File: src/rtl/cv32e41s_ram_arb_pkg.sv
// Shared types for the cv32e41s RAM-port arbiter: FSM states, owner tag and latched request.
// Requester-side widths here must match the arbiter's A_WID/D_WID parameters.
package cv32e41s_ram_arb_pkg;

    localparam int BE_W      = 4;
    localparam int ARB_A_WID = 32;
    localparam int ARB_D_WID = 32;

    typedef enum logic {
        IDLE = 1'b0,
        RMW  = 1'b1
    } arb_state_e;

    // Identifies which requester a RAM access or response belongs to.
    typedef logic owner_t;
    localparam owner_t OWNER_M0 = 1'b0;
    localparam owner_t OWNER_M1 = 1'b1;

    typedef struct packed {
        logic                 we;
        logic [BE_W-1:0]      be;
        logic [ARB_A_WID-1:0] addr;
        logic [ARB_D_WID-1:0] wdata;
    } arb_req_t;

endpackage

File: src/rtl/cv32e41s_ram_arb_merge.sv
// Byte-lane merge for the read-modify-write path: lanes with be set take the new
// data, the rest keep the word just read from the RAM.
module cv32e41s_ram_arb_merge
    import cv32e41s_ram_arb_pkg::*;
#(
    parameter int D_WID = 32
) (
    input  logic [D_WID-1:0] old_i,
    input  logic [D_WID-1:0] new_i,
    input  logic [BE_W-1:0]  be_i,
    output logic [D_WID-1:0] word_o
);

    for (genvar i = 0; i < BE_W; i++) begin : g_lane
        assign word_o[8*i +: 8] = be_i[i] ? new_i[8*i +: 8] : old_i[8*i +: 8];
    end

endmodule

File: src/rtl/cv32e41s_ram_arbiter.sv
// Two-requester OBI-style arbiter for one port of a byte-enable-less RAM; partial writes become RMW.
// Define CV32E41S_RAM_ARB_RR_EN for round-robin arbitration; otherwise m0 has fixed priority.
module cv32e41s_ram_arbiter
    import cv32e41s_ram_arb_pkg::*;
#(
    parameter int A_WID = ARB_A_WID,
    parameter int D_WID = ARB_D_WID
) (
    input  logic             clk_i,
    input  logic             rst_i,

    input  logic             m0_req_i,
    output logic             m0_gnt_o,
    input  logic             m0_we_i,
    input  logic [3:0]       m0_be_i,
    input  logic [A_WID-1:0] m0_addr_i,
    input  logic [D_WID-1:0] m0_wdata_i,
    output logic             m0_rvalid_o,
    output logic [D_WID-1:0] m0_rdata_o,

    input  logic             m1_req_i,
    output logic             m1_gnt_o,
    input  logic             m1_we_i,
    input  logic [3:0]       m1_be_i,
    input  logic [A_WID-1:0] m1_addr_i,
    input  logic [D_WID-1:0] m1_wdata_i,
    output logic             m1_rvalid_o,
    output logic [D_WID-1:0] m1_rdata_o,

    output logic             ram_en_o,
    output logic             ram_we_o,
    output logic [A_WID-1:0] ram_addr_o,
    output logic [D_WID-1:0] ram_wdata_o,
    input  logic [D_WID-1:0] ram_rdata_i
);

    localparam logic [A_WID-1:0] WORD_MASK = {{(A_WID-2){1'b1}}, 2'b00};

    arb_state_e state_q, state_d;
    arb_req_t   req_q, req_d;
    owner_t     rmw_owner_q, rmw_owner_d;
    logic       rsp_vld_q, rsp_vld_d;
    owner_t     rsp_owner_q, rsp_owner_d;
    logic       rsp_rd_q, rsp_rd_d;
`ifdef CV32E41S_RAM_ARB_RR_EN
    owner_t     rr_last_q, rr_last_d;
`endif

    logic             pick_m1;
    logic             grant;
    owner_t           winner;
    logic             sel_we;
    logic [BE_W-1:0]  sel_be;
    logic [A_WID-1:0] sel_addr;
    logic [D_WID-1:0] sel_wdata;
    logic             sel_partial;
    logic             sel_touch;
    logic [D_WID-1:0] merged;

    always_comb begin
`ifdef CV32E41S_RAM_ARB_RR_EN
        pick_m1 = m1_req_i & (~m0_req_i | (rr_last_q == OWNER_M0));
`else
        pick_m1 = m1_req_i & ~m0_req_i;
`endif
        // Grants are held off while rst_i is high so the port is quiet during reset.
        grant       = (state_q == IDLE) & (m0_req_i | m1_req_i) & ~rst_i;
        winner      = pick_m1 ? OWNER_M1 : OWNER_M0;
        sel_we      = pick_m1 ? m1_we_i    : m0_we_i;
        sel_be      = pick_m1 ? m1_be_i    : m0_be_i;
        sel_addr    = (pick_m1 ? m1_addr_i : m0_addr_i) & WORD_MASK;
        sel_wdata   = pick_m1 ? m1_wdata_i : m0_wdata_i;
        sel_partial = sel_we & (sel_be != 4'h0) & (sel_be != 4'hF);
        sel_touch   = ~sel_we | (sel_be != 4'h0);
    end

    cv32e41s_ram_arb_merge #(.D_WID(D_WID)) u_merge (
        .old_i  (ram_rdata_i),
        .new_i  (req_q.wdata),
        .be_i   (req_q.be),
        .word_o (merged)
    );

    always_comb begin
        state_d     = state_q;
        req_d       = req_q;
        rmw_owner_d = rmw_owner_q;
        rsp_vld_d   = 1'b0;
        rsp_owner_d = rsp_owner_q;
        rsp_rd_d    = 1'b0;
`ifdef CV32E41S_RAM_ARB_RR_EN
        rr_last_d   = rr_last_q;
`endif
        m0_gnt_o    = 1'b0;
        m1_gnt_o    = 1'b0;
        ram_en_o    = 1'b0;
        ram_we_o    = 1'b0;
        ram_addr_o  = '0;
        ram_wdata_o = '0;

        case (state_q)
            IDLE: begin
                if (grant) begin
                    m0_gnt_o = ~pick_m1;
                    m1_gnt_o = pick_m1;
`ifdef CV32E41S_RAM_ARB_RR_EN
                    rr_last_d = winner;
`endif
                    if (sel_partial) begin
                        // Fetch the old word now; the merged write goes out next cycle.
                        ram_en_o    = 1'b1;
                        ram_addr_o  = sel_addr;
                        req_d.we    = 1'b1;
                        req_d.be    = sel_be;
                        req_d.addr  = sel_addr;
                        req_d.wdata = sel_wdata;
                        rmw_owner_d = winner;
                        state_d     = RMW;
                    end else begin
                        ram_en_o    = sel_touch;
                        ram_we_o    = sel_touch & sel_we;
                        ram_addr_o  = sel_touch ? sel_addr : '0;
                        ram_wdata_o = sel_touch ? sel_wdata : '0;
                        rsp_vld_d   = 1'b1;
                        rsp_owner_d = winner;
                        rsp_rd_d    = ~sel_we;
                    end
                end
            end
            RMW: begin
                ram_en_o    = 1'b1;
                ram_we_o    = req_q.we;
                ram_addr_o  = req_q.addr;
                ram_wdata_o = merged;
                rsp_vld_d   = 1'b1;
                rsp_owner_d = rmw_owner_q;
                state_d     = IDLE;
            end
            default: state_d = IDLE;
        endcase
    end

    always_ff @(posedge clk_i or posedge rst_i) begin
        if (rst_i) begin
            state_q     <= IDLE;
            req_q       <= '0;
            rmw_owner_q <= OWNER_M0;
            rsp_vld_q   <= 1'b0;
            rsp_owner_q <= OWNER_M0;
            rsp_rd_q    <= 1'b0;
        end else begin
            state_q     <= state_d;
            req_q       <= req_d;
            rmw_owner_q <= rmw_owner_d;
            rsp_vld_q   <= rsp_vld_d;
            rsp_owner_q <= rsp_owner_d;
            rsp_rd_q    <= rsp_rd_d;
        end
    end

`ifdef CV32E41S_RAM_ARB_RR_EN
    // Reset to m1 so that m0 wins the first conflict.
    always_ff @(posedge clk_i or posedge rst_i) begin
        if (rst_i) begin
            rr_last_q <= OWNER_M1;
        end else begin
            rr_last_q <= rr_last_d;
        end
    end
`endif

    assign m0_rvalid_o = rsp_vld_q & (rsp_owner_q == OWNER_M0);
    assign m1_rvalid_o = rsp_vld_q & (rsp_owner_q == OWNER_M1);
    assign m0_rdata_o  = (m0_rvalid_o & rsp_rd_q) ? ram_rdata_i : '0;
    assign m1_rdata_o  = (m1_rvalid_o & rsp_rd_q) ? ram_rdata_i : '0;

endmodule

File: config.mk
export PLATFORM = sky130hd
export DESIGN_NAME = cv32e41s_ram_arbiter
export DESIGN_NICKNAME = d
export VERILOG_FILES = /design/src/rtl/cv32e41s_ram_arb_pkg.sv /design/src/rtl/cv32e41s_ram_arb_merge.sv /design/src/rtl/cv32e41s_ram_arbiter.sv
export SDC_FILE = /design/constraint.sdc
export NUM_CORES = 1
export LEC_CHECK = 0
export ABC_AREA = 1
export ABC_CLOCK_PERIOD_IN_PS = 2600
export BUFFER_PORTS_ARGS = -buffer_cell sky130_fd_sc_hd__buf_4
export CAP_MARGIN = 20
export CELL_PAD_IN_SITES_DETAIL_PLACEMENT = 0
export CELL_PAD_IN_SITES_GLOBAL_PLACEMENT = 2
export CORE_MARGIN = 3
export CORE_UTILIZATION = 21
export CTS_CLUSTER_SIZE = 25
export DETAILED_ROUTE_END_ITERATION = 6
export GPL_TIMING_DRIVEN = 0
export MAX_ROUTING_LAYER = met4
export PLACE_DENSITY = 0.94
export RECOVER_POWER = 100
export SLEW_MARGIN = 10
export SYNTH_ARGS = -nofsm -noshare
export SYNTH_HDL_FRONTEND = slang
export SYNTH_SLANG_ARGS = --single-unit
File: constraint.sdc
create_clock -name clk_i -period 2.6 [get_ports clk_i]
set_input_delay 0 -clock clk_i [delete_from_list [all_inputs] [get_ports clk_i]]
set_output_delay 0 -clock clk_i [all_outputs]
set_load 0.02 [all_outputs]
==> impl_metrics.sql, run 1 <==
INSERT INTO impl_metrics (metric_group, metric, value, unit) VALUES
('synthesis', 'synth_compound_gate_area_share', '9.64', '%'),
('placed_design', 'placement.io_buffers', '300', ''),
('floorplan', 'start_util', '21.6', '%'),
('synthesis', 'synthesized_flop_and_latch_total', '72', ''),
('sta', 'slew_violations', '34', ''),
('synthesis', 'synth_flop_cell', 'dfrtp_1', ''),
('synthesis', 'synth_top_cell_by_area', 'dfrtp_1', ''),
('finish', 'nNetsFinal', '1481', ''),
('synthesis', 'synth_xor_area_share', '0', '%'),
('synthesis', 'yosys.area_share.simple', '47.0', '%'),
('setup_path', 'cp.required', '2.60', 'ns'),
('placed_design', 'placed_cells', '1537', ''),
('drt', 'route.detailed.drc', '0', ''),
('finish', 'final_cell_count_no_fill', '1636', ''),
('hold_path', 'whs_path_depth', '5', ''),
('run', 'timing.max_cap.violations', '1', ''),
('drt', 'initial_detailed_routing_violation_count', '354', ''),
('finish', 'final_util', '35.3', '%'),
('drt', 'vias', '7154', ''),
('global_route', 'grt_first_pass_wirelength', '38200', 'um'),
('synthesis', 'synthMostInstantiatedCell', 'nand2_1', ''),
('cts', 'worst_skew_pair.late_latency', '0.34', 'ns'),
('floorplan', 'die_width', '165', 'um'),
('drt', 'avgViaCountPerCell', '4.37', ''),
('global_route', 'grt_max_degree', '40', ''),
('setup_path', 'cp_data_arrival_time', '2.35', 'ns'),
('floorplan', 'floorplan.io_pins', '308', ''),
('cts', 'tritoncts.num_buffers', '9', ''),
('floorplan', 'die_outline_area', '27200', 'sq um'),
('finish', 'antenna_cells', '0', ''),
('sta', 'max_slew.worst_pin.slew', '1.73', 'ns'),
('synthesis', 'synth-async-reset-ratio', '100', '%'),
('setup_path', 'critPathKind', 'input port to output port', ''),
('setup_path', 'rr_worst_depth', '9', ''),
('synthesis', 'netlist-cell-type-count', '24', ''),
('sta', 'finalHoldViolations', '0', ''),
('outcome', 'violations', 'max-capacitance violations, max-slew violations', ''),
('finish', 'areaGrowthSynthToFinish', '63.7', '%'),
('floorplan', 'core', '24500', 'sq um'),
('synthesis', 'netlist_top_cells_area', 'dfrtp_1, nand2_1, nand3_1', ''),
('synthesis', 'synth_area_per_cell', '5.81', 'sq um'),
('floorplan', 'height_of_the_die', '165', 'um'),
('setup_path', 'timing.critical_path.to_type', 'output port', ''),
('placed_design', 'routabilityCongestion', '0.814', ''),
('sta', 'timing.final.crit_share', '90.4', '%'),
('hold_path', 'hp-class', 'input port to flop', ''),
('global_route', 'groute.usage.overall', '18.7', '%'),
('drt', 'drt_wl_total', '25700', 'um'),
('sta', 'worst_slew_margin_rel', '-16.2', '%'),
('global_route', 'gr-usage-met3', '3.31', '%'),
('outcome', 'run_status', 'finished, violations left', ''),
('global_route', 'globalRouteOverflowTotal', '0', ''),
('global_route', 'grt_pass1_vias', '6783', ''),
('drt', 'final_antenna_net_count', '0', ''),
('synthesis', 'synthMuxAreaShare', '0', '%'),
('synthesis', 'ys.warnings.count', '0', ''),
('finish', 'multi_input_area', '3000', 'sq um'),
('global_route', 'grt_antenna_before_repair', '0', ''),
('finish', 'layout.area.seq', '1800', 'sq um'),
('placed_design', 'post-dp-hpwl', '19100', 'um'),
('sta', 'holdWs', '0.0114', 'ns'),
('synthesis', 'synth_top_family_by_area', 'simple AND/OR/NAND/NOR gates', ''),
('setup_path', 'crit_path_start_kind', 'input port', ''),
('finish', 'nFillCells', '2808', ''),
('pwr', 'total_leakage_power', '4.77', 'nW'),
('synthesis', 'post-synth-top-area-fraction', '34.0', '%'),
('global_route', 'grt-busiest-layer', 'met2', ''),
('synthesis', 'synth_edf_count', '0', ''),
('synthesis', 'yosys.area_share.adder', '0', '%'),
('cts', 'cts_root_buffer', 'clkbuf_16', ''),
('floorplan', 'fp-row-count', '57', '');
-- cell type report --
cell class,instances,area share [%]
inverter,48,2.09
multi-input combinational,728,34.6
timing repair buffer,384,31.2
clock buffer,10,2.76
buffer,64,3.42
clock inverter,6,0.519
sequential,72,20.8
tap,324,4.67
-- cell families after synthesis --
logic type / Yosys count
DFF: 72
other: 1
and+or+nand+nor: 626
buffers and inverters: 112
AOI/OAI and AO/OA: 100
-- layout by cell type (no fill, tap or decap) --
cell           instances
clkbuf_8               1
clkinv_2               1
dfrtp_1               72
inv_2                  3
nand4_1                1
o21ai_0               62
clkinv_4               2
buf_16                 1
nand2_4                1
buf_6                  3
inv_1                 44
conb_1                 2
clkinvlp_2             1
nand3_1               71
o21ai_2                1
o21ai_1                4
nor2_2                 3
nand3_2                1
and2_1                 1
buf_1                  3
clkbuf_16              9
clkbuf_1             131
nand2_1              474
clkbuf_2              28
nor2_4                 1
buf_2                 11
buf_4                188
a21oi_1               32
nor2_1                70
a21boi_2               1
dlygate4sd3_1         83
nand2_2                3
clkinvlp_4             3
-- final timing paths --
| kind | start | end | slack, ns |
|---|---|---|---|
| worst min-delay path | m0_wdata_i[25] | req_q[25] | 0.01 |
| worst max-delay path | m1_we_i | ram_wdata_o[12] | 0.25 |
| min in group asynchronous | rst_i | req_q[68] | 0.64 |
| worst min register to register | req_q[68] | req_q[68] | 0.46 |
| worst max register to register | state_q | req_q[67] | 0.42 |
| max in group asynchronous | rst_i | req_q[29] | 1.11 |
-- routing by layer --
metal  vias up  routed length, um  share of wire (%)
met5         -                  0                  0
met2       268              12600                 49
li1       3612                  -                  -
met1      3251              10900                 43
met3        23               1840                7.1
met4         0                303                1.2
-- what timing repair did --
action,CTS,global route
hold buffers,83,0
resized for setup,0,0
setup buffers,0,0
endpoints found under the hold margin,81,0
-- critical path, delay by kind of cell --
kind	cells	cell delay (ns)
simple gates	4	0.69
buf+inv	4	1.36
compound gates	1	0.30
-- registers in the layout, summed over array words and instances (netlist names) --
signal       flops
rsp_vld_q        1
rsp_rd_q         1
rmw_owner_q      1
state_q          1
rsp_owner_q      1
req_q           67
-- where the power goes --
| part | switching [mW] | internal [mW] | leakage [nW] |
|---|---|---|---|
| registers | 0.142 | 1.40 | 0.905 |
| clock network | 0.536 | 0.675 | 0.131 |
| logic | 0.958 | 0.640 | 3.74 |
-- through the flow --
stage | total power, mW | instance area (sq um) | setup slack (ns) | setup TNS (ns)
6_report | 4.35 | 8670 | 0.250 | 0
2_1_floorplan | 2.42 | 5300 | 0.775 | 0
3_3_place_gp | 3.12 | 7960 | -0.538 | -38.33
3_5_place_dp | 3.14 | 7990 | 0.495 | 0
5_1_grt | 4.67 | 8670 | 0.0421 | 0
4_1_cts | 4.50 | 9100 | 0.192 | 0
(Power assumes the default switching activity.)
==> run 2, diff against run 1 <==
ABC_AREA = not set   (was 1)
CORE_UTILIZATION = 24   (was 21)
==> impl_metrics.sql, run 2 <==
INSERT INTO impl_metrics (metric_group, metric, value, unit) VALUES
('global_route', 'grt_max_degree', '51', ''),
('global_route', 'grt_first_pass_wirelength', '29400', 'um'),
('synthesis', 'netlist-cell-type-count', '31', ''),
('floorplan', 'floorplan.io_pins', '308', ''),
('setup_path', 'timing.critical_path.to_type', 'flop', ''),
('setup_path', 'slowest_delay', '0.58', 'ns'),
('finish', 'nFillCells', '2046', ''),
('pwr', 'combinationalPowerShare', '35.6', '%'),
('floorplan', 'start_util', '24.9', '%'),
('hold_path', 'hold_path.startpoint', 'm0_wdata_i[3]', ''),
('sta', 'holdWs', '0.00333', 'ns'),
('pwr', 'ir_worst_vdd', '0.000303', 'V'),
('pwr', 'total_power', '4.63', 'mW'),
('synthesis', 'synthMostInstantiatedCell', 'mux2i_1', ''),
('placed_design', 'placed_cells', '1088', ''),
('finish', 'layout_commonest_cell', 'buf_4', ''),
('drt', 'first_pass_iters', '4', ''),
('pwr', 'power_density', '557', 'nW/um^2'),
('synthesis', 'yosysSeqAreaShare', '36.5', '%'),
('finish', 'flip_flop_count_of_the_largest_register_all_copies_and_words_added', '67', ''),
('synthesis', 'cell_area_after_technology_mapping', '4940', 'sq um'),
('hold_path', 'whs_path_depth', '3', ''),
('sta', 'setup_viol_count_final', '0', ''),
('cts', 'postCtsSetupBuffers', '0', ''),
('cts', 'cts_root_buffer', 'clkbuf_16', ''),
('drt', 'route.detailed.drc', '0', ''),
('finish', 'layout_cells_sized_above_1', '30.4', '%'),
('floorplan', 'die_width', '149', 'um'),
('global_route', 'grt_pass1_vias', '5409', ''),
('setup_path', 'slowest_stage', 'dlygate4sd3_1', ''),
('setup_path', 'critical_path.cell_chain', 'dlygate4sd3_1 > buf_4 > nor2b_1 > clkbuf_1 > buf_2 > buf_2 > mux2i_1 > dlygate4sd3_1 > mux2i_1', ''),
('synthesis', 'ys.warnings.count', '0', ''),
('synthesis', 'synth_top_cell_by_area', 'dfrtp_1', ''),
('synthesis', 'netlist_top_cells_area', 'dfrtp_1, mux2i_1, and2_1', ''),
('placed_design', 'routabilityCongestion', '0.774', ''),
('sta', 'fmaxAchievable', '408', 'MHz'),
('sta', 'fin_crit', '2.45', 'ns'),
('drt', 'vias', '5205', ''),
('cts', 'worst_skew_pair.late_latency', '0.33', 'ns'),
('drt', 'drt_wl_total', '19600', 'um'),
('outcome', 'run_status', 'completed', ''),
('drt', 'initial_detailed_routing_violation_count', '150', ''),
('finish', 'final_util', '41.9', '%'),
('sta', 'slew_violations', '0', ''),
('cts', 'cts.sink_count', '72', ''),
('setup_path', 'worstSetupStartpoint', 'm0_req_i', ''),
('placed_design', 'post-dp-hpwl', '15200', 'um'),
('finish', 'antenna_cells', '0', ''),
('setup_path', 'worstPathMaxFanout', '10', ''),
('pwr', 'total_leakage_power', '3.97', 'nW'),
('synthesis', 'synthesized_flop_and_latch_total', '72', ''),
('finish', 'areaGrowthSynthToFinish', '68.3', '%'),
('synthesis', 'netlist_top_cells_count', 'mux2i_1, dfrtp_1, and2_1, inv_1, o22ai_1', ''),
('setup_path', 'reg2reg_to', 'req_q[13]', ''),
('hold_path', 'hp-class', 'input port to flop', ''),
('drt', 'wirelength_per_cell', '16.7', 'um'),
('pwr', 'power_switching_share', '32.5', '%'),
('sta', 'setup_tns', '0', 'ns'),
('finish', 'layout_common_cells', 'buf_4, mux2i_1, clkbuf_1', ''),
('sta', 'finalHoldViolations', '0', ''),
('cts', 'cts-root-to-sink-buffers', '2', ''),
('setup_path', 'rr_worst_depth', '6', ''),
('global_route', 'groute.usage.overall', '17.4', '%'),
('floorplan', 'core', '19800', 'sq um'),
('floorplan', 'height_of_the_die', '149', 'um'),
('sta', 'rsz0062_at_grt', 'no', ''),
('setup_path', 'rr_startpoint', 'state_q', ''),
('pwr', 'pwr-share-clk', '31.0', '%'),
('setup_path', 'crit_path_start_kind', 'input port', ''),
('pwr', 'power_frac_seq', '33.5', '%'),
('pwr', 'internal_power', '3.13', 'mW'),
('drt', 'avgViaCountPerCell', '4.43', ''),
('cts', 'cts_max_level', '3', ''),
('setup_path', 'cp.required', '2.80', 'ns'),
('pwr', 'switchingPower', '1.51', 'mW'),
('cts', 'cts_tree', 'yes', ''),
('synthesis', 'synth_flop_cell', 'dfrtp_1', ''),
('global_route', 'grt_antenna_before_repair', '0', ''),
('synthesis', 'synth-async-reset-ratio', '100', '%'),
('cts', 'tritoncts.num_buffers', '9', ''),
('synthesis', 'post-synth-top-area-fraction', '36.5', '%'),
('synthesis', 'synthesis.instances', '520', ''),
('sta', 'timing.final.crit_share', '94.2', '%'),
('finish', 'largest-register', 'req_q', ''),
('cts', 'cts.reportedPaths.clkPinSlew', '0.06', 'ns'),
('synthesis', 'synth_area_per_cell', '9.49', 'sq um'),
('placed_design', 'placedInstanceArea', '7560', 'sq um'),
('sta', 'max_slew.worst_pin.slew', '1.18', 'ns'),
('sta', 'finalClockSkew', '0.00665', 'ns'),
('placed_design', 'placement.io_buffers', '301', ''),
('setup_path', 'critPathKind', 'input port to flop', ''),
('drt', 'final_antenna_net_count', '0', ''),
('synthesis', 'synth_edf_count', '0', ''),
('sta', 'worst_slew_margin_rel', '21.1', '%'),
('setup_path', 'worstSetupEndpoint', 'req_q[61]', ''),
('sta', 'final.setup.worst_slack', '0.151', 'ns'),
('placed_design', 'preCtsSetupSlack', '0.529', 'ns'),
('finish', 'final_cell_count_no_fill', '1176', ''),
('global_route', 'globalRouteOverflowTotal', '0', ''),
('run', 'timing.max_cap.violations', '0', ''),
('finish', 'final_design_area_no_fill', '8310', 'sq um'),
('finish', 'nNetsFinal', '1080', ''),
('floorplan', 'die_outline_area', '22300', 'sq um'),
('floorplan', 'fp-row-count', '51', ''),
('setup_path', 'cp_data_arrival_time', '2.65', 'ns'),
('setup_path', 'reg2reg_slack', '0.33', 'ns');
-- run 2: what timing repair did --
item | 4_1_cts | 5_1_grt
endpoints found under the setup margin | 0 | 10
hold endpoints to repair | 62 | 0
hold buffers | 72 | 0
gates resized for setup | 0 | 3
-- run 2: power by group through the flow --
stage / Combinational, mW / Sequential, mW / Clock, mW
floorplan: 1.01 / 1.53 / 0
global placement: 1.62 / 1.56 / 0
detailed placement: 1.65 / 1.57 / 0
CTS: 1.76 / 1.55 / 1.49
global route: 1.82 / 1.58 / 1.54
finish: 1.65 / 1.55 / 1.43
-- run 2: cell families (layout without fill, tap and decap cells) --
family,count (synthesis),in the layout,synth area share [%]
muxes,160,160,32.5
and+or+nand+nor,108,108,12.5
buffers and inverters,106,496,9.05
AOI/OAI and AO/OA,73,73,9.33
DFF,72,72,36.5
other,1,2,0.0760
-- run 2: worst min-delay path by stage --
stage           endpoint
6_report        req_q[3]
5_1_grt         req_q[2]
3_3_place_gp    m1_gnt_o
2_1_floorplan   m1_gnt_o
4_1_cts        req_q[45]
3_5_place_dp   req_q[30]
-- run 2: final cells by class --
| class | count | area (sq um) | area share [%] |
|---|---|---|---|
| well taps | 265 | 332 | 3.99 |
| clock inverters | 6 | 108 | 1.30 |
| repair buffers | 374 | 2700 | 32.5 |
| clock buffers | 10 | 229 | 2.76 |
| plain buffers | 41 | 200 | 2.41 |
| inverters | 65 | 245 | 2.95 |
| flip-flops and latches | 72 | 1800 | 21.7 |
| multi-input cells | 343 | 2690 | 32.4 |
-- run 2: layer usage --
| metal | wire length [um] | GRT usage [%] | part of all wire, % |
|---|---|---|---|
| met4 | 255 | 4.49 | 1.3 |
| met1 | 8280 | 20.5 | 42 |
| met3 | 1500 | 3.69 | 7.6 |
| met2 | 9610 | 30.3 | 49 |
| met5 | 0 | - | 0 |
-- run 2: critical path, delay by kind of cell --
kind | cells | cell delay [ns]
simple gates | 1 | 0.09
buf+inv | 6 | 2.18
mux | 2 | 0.36
